`src/rtl/battleship_pkg.sv`:
```
// Shared Battleship types: board geometry, cell encoding and PC attacker state codes.
package battleship_pkg;

   localparam int DIM     = 5;
   localparam int N_CELLS = DIM * DIM;

   typedef enum logic [1:0] {
      CELL_WATER = 2'b00,
      CELL_SHIP  = 2'b01,
      CELL_MISS  = 2'b10,
      CELL_HIT   = 2'b11
   } cell_t;

   typedef enum logic [1:0] {
      PC_IDLE   = 2'd0,
      PC_SEARCH = 2'd1,
      PC_WRITE  = 2'd2,
      PC_DONE   = 2'd3
   } pc_atk_state_t;

endpackage

```
`src/rtl/pc_attacker_if.sv`:
```
// Board access and game-FSM signals of the PC attacker; slave is the attacker side.
interface pc_attacker_if;
   import battleship_pkg::*;

   logic       start;
   logic [2:0] ships_total;
   logic [2:0] rd_i;
   logic [2:0] rd_j;
   logic [1:0] rd_data;
   logic       wr_en;
   logic [2:0] wr_i;
   logic [2:0] wr_j;
   logic [1:0] wr_data;
   logic       busy;
   logic       done;
   logic       hit;
   logic [2:0] shot_i;
   logic [2:0] shot_j;
   logic [2:0] hit_count;
   logic       all_sunk;
   logic       no_target;

   modport slave (
      input  start, ships_total, rd_data,
      output rd_i, rd_j, wr_en, wr_i, wr_j, wr_data, busy, done, hit,
             shot_i, shot_j, hit_count, all_sunk, no_target
   );

   modport master (
      output start, ships_total, rd_data,
      input  rd_i, rd_j, wr_en, wr_i, wr_j, wr_data, busy, done, hit,
             shot_i, shot_j, hit_count, all_sunk, no_target
   );

endinterface

```
`src/rtl/lfsr5.sv`:
```
// 5-bit Fibonacci LFSR, x^5+x^3+1, period 31; seed must be non-zero.
module lfsr5 (
   input  logic       clk,
   input  logic       rst,
   input  logic       en,
   input  logic [4:0] seed,
   output logic [4:0] q
);

   always_ff @(posedge clk) begin
      if (!rst)
         q <= seed;
      else if (en)
         q <= {q[3:0], q[4] ^ q[2]};
   end

endmodule

```
`src/rtl/pc_attacker.sv`:
```
// PC opponent shot engine: picks a pseudo-random unshot player cell, marks it HIT/MISS.
//  state  | meaning
//  IDLE   | waiting for start
//  SEARCH | probing LFSR candidates until a shootable cell is found
//  WRITE  | one-cycle write of HIT/MISS to the player board
//  DONE   | one-cycle done pulse with the shot result
module pc_attacker
   import battleship_pkg::*;
#(
   parameter logic [4:0] SEED = 5'b00001
) (
   input  logic          clk,
   input  logic          rst,
   pc_attacker_if.slave  bus
);

   localparam logic [1:0] S_IDLE   = PC_IDLE;
   localparam logic [1:0] S_SEARCH = PC_SEARCH;
   localparam logic [1:0] S_WRITE  = PC_WRITE;
   localparam logic [1:0] S_DONE   = PC_DONE;
   localparam logic [4:0] CELLS    = 5'(N_CELLS);

   logic [1:0] state;
   logic [4:0] lfsr;
   logic [4:0] k;
   logic [5:0] cand_ij;
   logic       cand_ok;
   logic       take;
   logic [4:0] shots_fired;
   logic [2:0] hit_count;
   logic       is_ship;
   logic [2:0] shot_i;
   logic [2:0] shot_j;

   lfsr5 u_lfsr (
      .clk  (clk),
      .rst  (rst),
      .en   (state == S_SEARCH),
      .seed (SEED),
      .q    (lfsr)
   );

   assign k       = lfsr - 5'd1;
   assign cand_ok = (k < CELLS);

   // Octal literal holds {row, col}; out-of-range indices fall to (0,0) and are never taken.
   always_comb begin
      cand_ij = 6'o00;
      case (k)
         5'd0:  cand_ij = 6'o00;  5'd1:  cand_ij = 6'o01;  5'd2:  cand_ij = 6'o02;
         5'd3:  cand_ij = 6'o03;  5'd4:  cand_ij = 6'o04;  5'd5:  cand_ij = 6'o10;
         5'd6:  cand_ij = 6'o11;  5'd7:  cand_ij = 6'o12;  5'd8:  cand_ij = 6'o13;
         5'd9:  cand_ij = 6'o14;  5'd10: cand_ij = 6'o20;  5'd11: cand_ij = 6'o21;
         5'd12: cand_ij = 6'o22;  5'd13: cand_ij = 6'o23;  5'd14: cand_ij = 6'o24;
         5'd15: cand_ij = 6'o30;  5'd16: cand_ij = 6'o31;  5'd17: cand_ij = 6'o32;
         5'd18: cand_ij = 6'o33;  5'd19: cand_ij = 6'o34;  5'd20: cand_ij = 6'o40;
         5'd21: cand_ij = 6'o41;  5'd22: cand_ij = 6'o42;  5'd23: cand_ij = 6'o43;
         5'd24: cand_ij = 6'o44;
         default: cand_ij = 6'o00;
      endcase
   end

   assign take = (state == S_SEARCH) && cand_ok && !bus.rd_data[1];

   always_ff @(posedge clk) begin
      if (!rst) begin
         state       <= S_IDLE;
         shots_fired <= '0;
         hit_count   <= '0;
         is_ship     <= 1'b0;
         shot_i      <= '0;
         shot_j      <= '0;
      end else begin
         case (state)
            S_IDLE: begin
               if (bus.start) begin
                  if (shots_fired == CELLS) begin
                     is_ship <= 1'b0;
                     state   <= S_DONE;
                  end else begin
                     state <= S_SEARCH;
                  end
               end
            end
            S_SEARCH: begin
               if (take) begin
                  shot_i  <= cand_ij[5:3];
                  shot_j  <= cand_ij[2:0];
                  is_ship <= (bus.rd_data == CELL_SHIP);
                  state   <= S_WRITE;
               end
            end
            S_WRITE: begin
               shots_fired <= shots_fired + 5'd1;
               if (is_ship && hit_count != 3'd7)
                  hit_count <= hit_count + 3'd1;
               state <= S_DONE;
            end
            S_DONE:  state <= S_IDLE;
            default: state <= S_IDLE;
         endcase
      end
   end

   assign bus.rd_i      = (state == S_SEARCH) ? cand_ij[5:3] : 3'd0;
   assign bus.rd_j      = (state == S_SEARCH) ? cand_ij[2:0] : 3'd0;
   // Gate with rst so a reset landing in WRITE keeps the board untouched.
   assign bus.wr_en     = (state == S_WRITE) && rst;
   assign bus.wr_i      = shot_i;
   assign bus.wr_j      = shot_j;
   assign bus.wr_data   = is_ship ? CELL_HIT : CELL_MISS;
   assign bus.busy      = (state != S_IDLE);
   assign bus.done      = (state == S_DONE);
   assign bus.hit       = is_ship;
   assign bus.shot_i    = shot_i;
   assign bus.shot_j    = shot_j;
   assign bus.hit_count = hit_count;
   assign bus.all_sunk  = (hit_count == bus.ships_total) && (bus.ships_total != 3'd0);
   assign bus.no_target = (shots_fired == CELLS);

endmodule

```
`src/flat_wrapper.sv`:
```
// flat-port wrapper written by rule: the top's interface ports become plain ports
module pc_attacker_flat import battleship_pkg::*;
#(
   parameter logic [4:0] SEED = 5'b00001
)
  (clk, rst, bus_start, bus_ships_total, bus_rd_data, bus_rd_i, bus_rd_j, bus_wr_en, bus_wr_i, bus_wr_j, bus_wr_data, bus_busy, bus_done, bus_hit, bus_shot_i, bus_shot_j, bus_hit_count, bus_all_sunk, bus_no_target);
  pc_attacker_if bus_i ();
  input  logic clk;
  input  logic rst;
  input wire logic [$bits(bus_i.start)-1:0] bus_start;
  input wire logic [$bits(bus_i.ships_total)-1:0] bus_ships_total;
  input wire logic [$bits(bus_i.rd_data)-1:0] bus_rd_data;
  output wire logic [$bits(bus_i.rd_i)-1:0] bus_rd_i;
  output wire logic [$bits(bus_i.rd_j)-1:0] bus_rd_j;
  output wire logic [$bits(bus_i.wr_en)-1:0] bus_wr_en;
  output wire logic [$bits(bus_i.wr_i)-1:0] bus_wr_i;
  output wire logic [$bits(bus_i.wr_j)-1:0] bus_wr_j;
  output wire logic [$bits(bus_i.wr_data)-1:0] bus_wr_data;
  output wire logic [$bits(bus_i.busy)-1:0] bus_busy;
  output wire logic [$bits(bus_i.done)-1:0] bus_done;
  output wire logic [$bits(bus_i.hit)-1:0] bus_hit;
  output wire logic [$bits(bus_i.shot_i)-1:0] bus_shot_i;
  output wire logic [$bits(bus_i.shot_j)-1:0] bus_shot_j;
  output wire logic [$bits(bus_i.hit_count)-1:0] bus_hit_count;
  output wire logic [$bits(bus_i.all_sunk)-1:0] bus_all_sunk;
  output wire logic [$bits(bus_i.no_target)-1:0] bus_no_target;
  assign bus_i.start = bus_start;
  assign bus_i.ships_total = bus_ships_total;
  assign bus_i.rd_data = bus_rd_data;
  assign bus_rd_i = bus_i.rd_i;
  assign bus_rd_j = bus_i.rd_j;
  assign bus_wr_en = bus_i.wr_en;
  assign bus_wr_i = bus_i.wr_i;
  assign bus_wr_j = bus_i.wr_j;
  assign bus_wr_data = bus_i.wr_data;
  assign bus_busy = bus_i.busy;
  assign bus_done = bus_i.done;
  assign bus_hit = bus_i.hit;
  assign bus_shot_i = bus_i.shot_i;
  assign bus_shot_j = bus_i.shot_j;
  assign bus_hit_count = bus_i.hit_count;
  assign bus_all_sunk = bus_i.all_sunk;
  assign bus_no_target = bus_i.no_target;
  pc_attacker #(.SEED(SEED)) u_core (.clk(clk), .rst(rst), .bus(bus_i));
endmodule
```
`config.mk`:
```
export PLATFORM = sky130hd
export DESIGN_NAME = pc_attacker_flat
export DESIGN_NICKNAME = d
export VERILOG_FILES = /design/src/rtl/battleship_pkg.sv /design/src/rtl/pc_attacker_if.sv /design/src/rtl/lfsr5.sv /design/src/rtl/pc_attacker.sv /design/src/flat_wrapper.sv
export SDC_FILE = /design/constraint.sdc
export NUM_CORES = 1
export LEC_CHECK = 0
export ABC_CLOCK_PERIOD_IN_PS = 4470
export CAP_MARGIN = 10
export CORE_UTILIZATION = 50
export DETAILED_ROUTE_END_ITERATION = 8
export PLACE_DENSITY = 0.89
export SLEW_MARGIN = 20
export SYNTH_ARGS = -nofsm -noshare
export SYNTH_HDL_FRONTEND = slang
export SYNTH_SLANG_ARGS = --single-unit
```
`constraint.sdc`:
```
create_clock -name clk -period 4.47 [get_ports clk]
set_input_delay 0.6705 -clock clk [delete_from_list [all_inputs] [get_ports clk]]
set_output_delay 0.6705 -clock clk [all_outputs]
set_load 0.02 [all_outputs]
```
==> metrics <==
Startpoint Class flip-flop; Flop pwr share 0.265; Reg area 440 um2; Syn Inst Count 200; full die area 0.00364 mm2; Post-CTS Setup Bufs 0; first-pass GRT wire length 5380 um; Multi-input gate area 0.00110 mm2; Cell variety after synth 50; Synth Area per Inst 8.50 um2; pwr dens 538 mW/mm2; sw frac 0.451; clock sink count 22; Detail Route Antenna Nets 0; largest net degree at the start of global routing 26; Post-DP HPWL 2610 um; sequential-to-total area share from yosys stat 0.259; WP data required 3.80 ns; Seq cells post-synth 22; layout cell share with drive strength beyond 1 0.0721; number of core rows 20; initial core utilization 0.544; post-DR vias/cell 5.40; final setup fails 0; crit end category output pin; Hold EP u_core.bus.shot_j[2]$_SDFFE_PN0P_; vias 1,436; outcome complete, no violations; Tot Pwr 0.00110 W; FMAX 242 MHz; CP max stage cell dfxtp_1; Ant. Diodes 0; Slew Viols, Final 0; post-synthesis async set-or-reset flop share 0; fin crit share 0.923; CTS clock-pin slew for the worst setup and hold paths 0.12 ns; # DRC 0; r2r setup slk 1.71 ns; worst hold path type reg2reg; reg2reg path depth 9; P&R area growth vs syn 19.8%; NumNets Final 244; area of the mapped netlist 0.00170 mm2; Post-synth EDFFs 0; GRT Total Usage 0.197; worst setup path startpoint u_core.u_lfsr.q[0]$_SDFFE_PN1P_; CP Max Fanout 22; Area contributors post-synth dfxtp_1 26%, ha_1 9.6%, mux2i_1 7.1%; max-cap check violation count 0; Pint 0.000601 W; CTS tree yes; Reg2Reg Launch Point u_core.u_lfsr.q[0]$_SDFFE_PN1P_; hold depth 2; Core ar. 0.00313 mm2; gpl congestion 0.939; Iter 0 DRT Violations 54; Synth warnings 0; RSZ-0062 raised after global routing false; peak supply drop 0.000189 V; routed len/inst 12.9 um; # port buffers 35; H-tree Lvls 1; Mapped Nets 221; delay-heaviest family, CP adder cells; Largest stage delay, worst path 0.57 ns; vias in the first global route 1,195; worst skew pair latency 0.31 ns; DRT Pass-1 Iters 4; Crit path buffers/inverters 2; antenna violations before repair 0; clock tree root buffer cell clkbuf_4; Worst R2R End u_core.bus.shot_j[1]$_SDFFE_PN0P_; fin crit period 4.12 ns; worst slew pin tran 0.585 ns; Die Y 60.3 um; Setup TNS Final 0 ns; total congestion overflow 0; combinational cell fraction of total power 0.636; Fin. Hold Viols 0; Worst Hold Launch u_core.bus.shot_j[2]$_SDFFE_PN0P_; width of the die 60.3 um; crit-path cells inv_1, ha_1, ha_2, and3b_1, o21ai_0, or4b_1, o31ai_1, nor2_1, clkdlybuf4s50_1; Max transition margin 0.608; Yosys top cell area share 0.259; critical path class reg2out; worst path arrival time 3.45 ns; Worst Skew 0.00666 ns; Leak Pwr 0.824 nW; wirelength, routed 3420 um; I/O pins 37; post-synth top area cell dfxtp_1; Synth Flop Type dfxtp_1; Fillers 269; CTS buffer count 3; switching power 0.000494 W; Max clock buf depth 2; clock network power share 0.100
power by group through the flow:
stage | logic (W) | registers [W] | clock network [W]
6_report | 0.000696 | 0.000290 | 0.000109
5_1_grt | 0.000758 | 0.000298 | 0.000123
4_1_cts | 0.000690 | 0.000291 | 0.000112
3_5_place_dp | 0.000688 | 0.000296 | 0
3_3_place_gp | 0.000670 | 0.000291 | 0
2_1_floorplan | 0.000509 | 0.000296 | 0
through the flow:
stage	hold WS (ns)	instances	setup slack [ns]	util	area (um2)
2_1_floorplan	0.497	200	1.37	-	1700
3_3_place_gp	0.468	262	0.716	0.639	2000
3_5_place_dp	0.478	262	0.574	0.639	2000
4_1_cts	0.492	266	0.210	0.650	2030
5_1_grt	0.519	266	0.128	0.651	2040
6_report	0.492	266	0.345	0.651	2040
worst min-delay path: stages, from the launching register on:
cell and delay, ns:
dfxtp_1 0.34, nand2_1 0.06, o22ai_1 0.06
how the worst max path moves through the flow:
stage                  endpoint  cells past startpoint
floorplan           bus_rd_i[0]                     10
global placement    bus_rd_j[2]                      9
detailed placement  bus_rd_j[2]                      9
CTS                 bus_rd_j[2]                      9
global route        bus_rd_j[2]                      9
finish              bus_rd_j[2]                      9
cell families (layout without fill, tap and decap cells):
| group | after synthesis | count (layout) | share of synthesized area |
|---|---|---|---|
| AOI/OAI and AO/OA | 39 | 39 | 0.160 |
| xor gates and xnor gates | 11 | 11 | 0.0611 |
| adders and majority gates | 13 | 13 | 0.0957 |
| buffers and inverters | 29 | 51 | 0.0942 |
| DFF | 22 | 22 | 0.259 |
| muxes | 13 | 13 | 0.0773 |
| other | 1 | 1 | 0.00221 |
| and+or+nand+nor | 72 | 72 | 0.251 |
state kept, by name (all words and copies together) (netlist names):
signal,cells
u_core.bus.hit_count,3
u_core.u_lfsr.q,5
u_core.shots_fired,5
u_core.bus.shot_j,3
u_core.state,2
u_core.bus.shot_i,3
u_core.bus.hit,1
cells in the mapped netlist, types with 2 or more instances:
| master | number |
|---|---|
| clkbuf_1 | 5 |
| and2_1 | 9 |
| a21oi_1 | 8 |
| nor2b_1 | 7 |
| nand2_1 | 12 |
| buf_4 | 9 |
| mux2i_1 | 12 |
| o21ai_0 | 8 |
| nor2_1 | 12 |
| nand3b_1 | 4 |
| o31ai_1 | 2 |
| or3b_2 | 2 |
| ha_1 | 13 |
| o211ai_1 | 4 |
| nand3_1 | 2 |
| o32ai_1 | 2 |
| buf_6 | 2 |
| buf_2 | 2 |
| nor3b_1 | 2 |
| nand4_1 | 3 |
| inv_1 | 10 |
| xnor2_1 | 5 |
| nor3_1 | 6 |
| nand2b_1 | 4 |
| o21ai_1 | 2 |
| xor2_1 | 5 |
| dfxtp_1 | 22 |
| o221a_1 | 2 |
| o31a_1 | 3 |
per-layer routing:
layer | vias up | GRT usage | share of wire
met1 | 674 | 0.256 | 0.48
li1 | 734 | - | -
met5 | - | 0 | 0
met3 | 2 | 0.0411 | 0.033
met2 | 26 | 0.325 | 0.48
met4 | 0 | 0.0598 | 0.0056
cell usage in the layout, fill, tap and decap left out, types with 2 or more instances in the layout:
cell / instances
a21oi_1: 8
xor2_1: 5
nor3_1: 6
nand2_1: 12
nand2b_1: 4
o21ai_1: 2
dfxtp_1: 22
clkbuf_4: 3
mux2i_1: 12
o31a_1: 3
o21ai_0: 8
nor2_1: 12
ha_1: 12
nand4_1: 3
nor3b_1: 2
o31ai_1: 2
buf_4: 2
nand3_1: 2
xnor2_1: 5
o211ai_1: 4
or3b_2: 2
o32ai_1: 2
clkdlybuf4s50_1: 35
and2_1: 9
o221a_1: 2
inv_1: 10
nand3b_1: 4
nor2b_1: 7
layout make-up:
type | instances | share of cell area
Clock buffer | 4 | 0.0178
Inverter | 10 | 0.0184
Tap cell | 44 | 0.0270
Multi-Input combinational cell | 149 | 0.541
Timing Repair Buffer | 37 | 0.179
Sequential cell | 22 | 0.216
what timing repair did:
item / in CTS / in global routing
setup endpoints to repair: 0 / 1
gates resized for setup: 0 / 1
hold buffers: 0 / 0
Power figures use the tool's default switching activity.
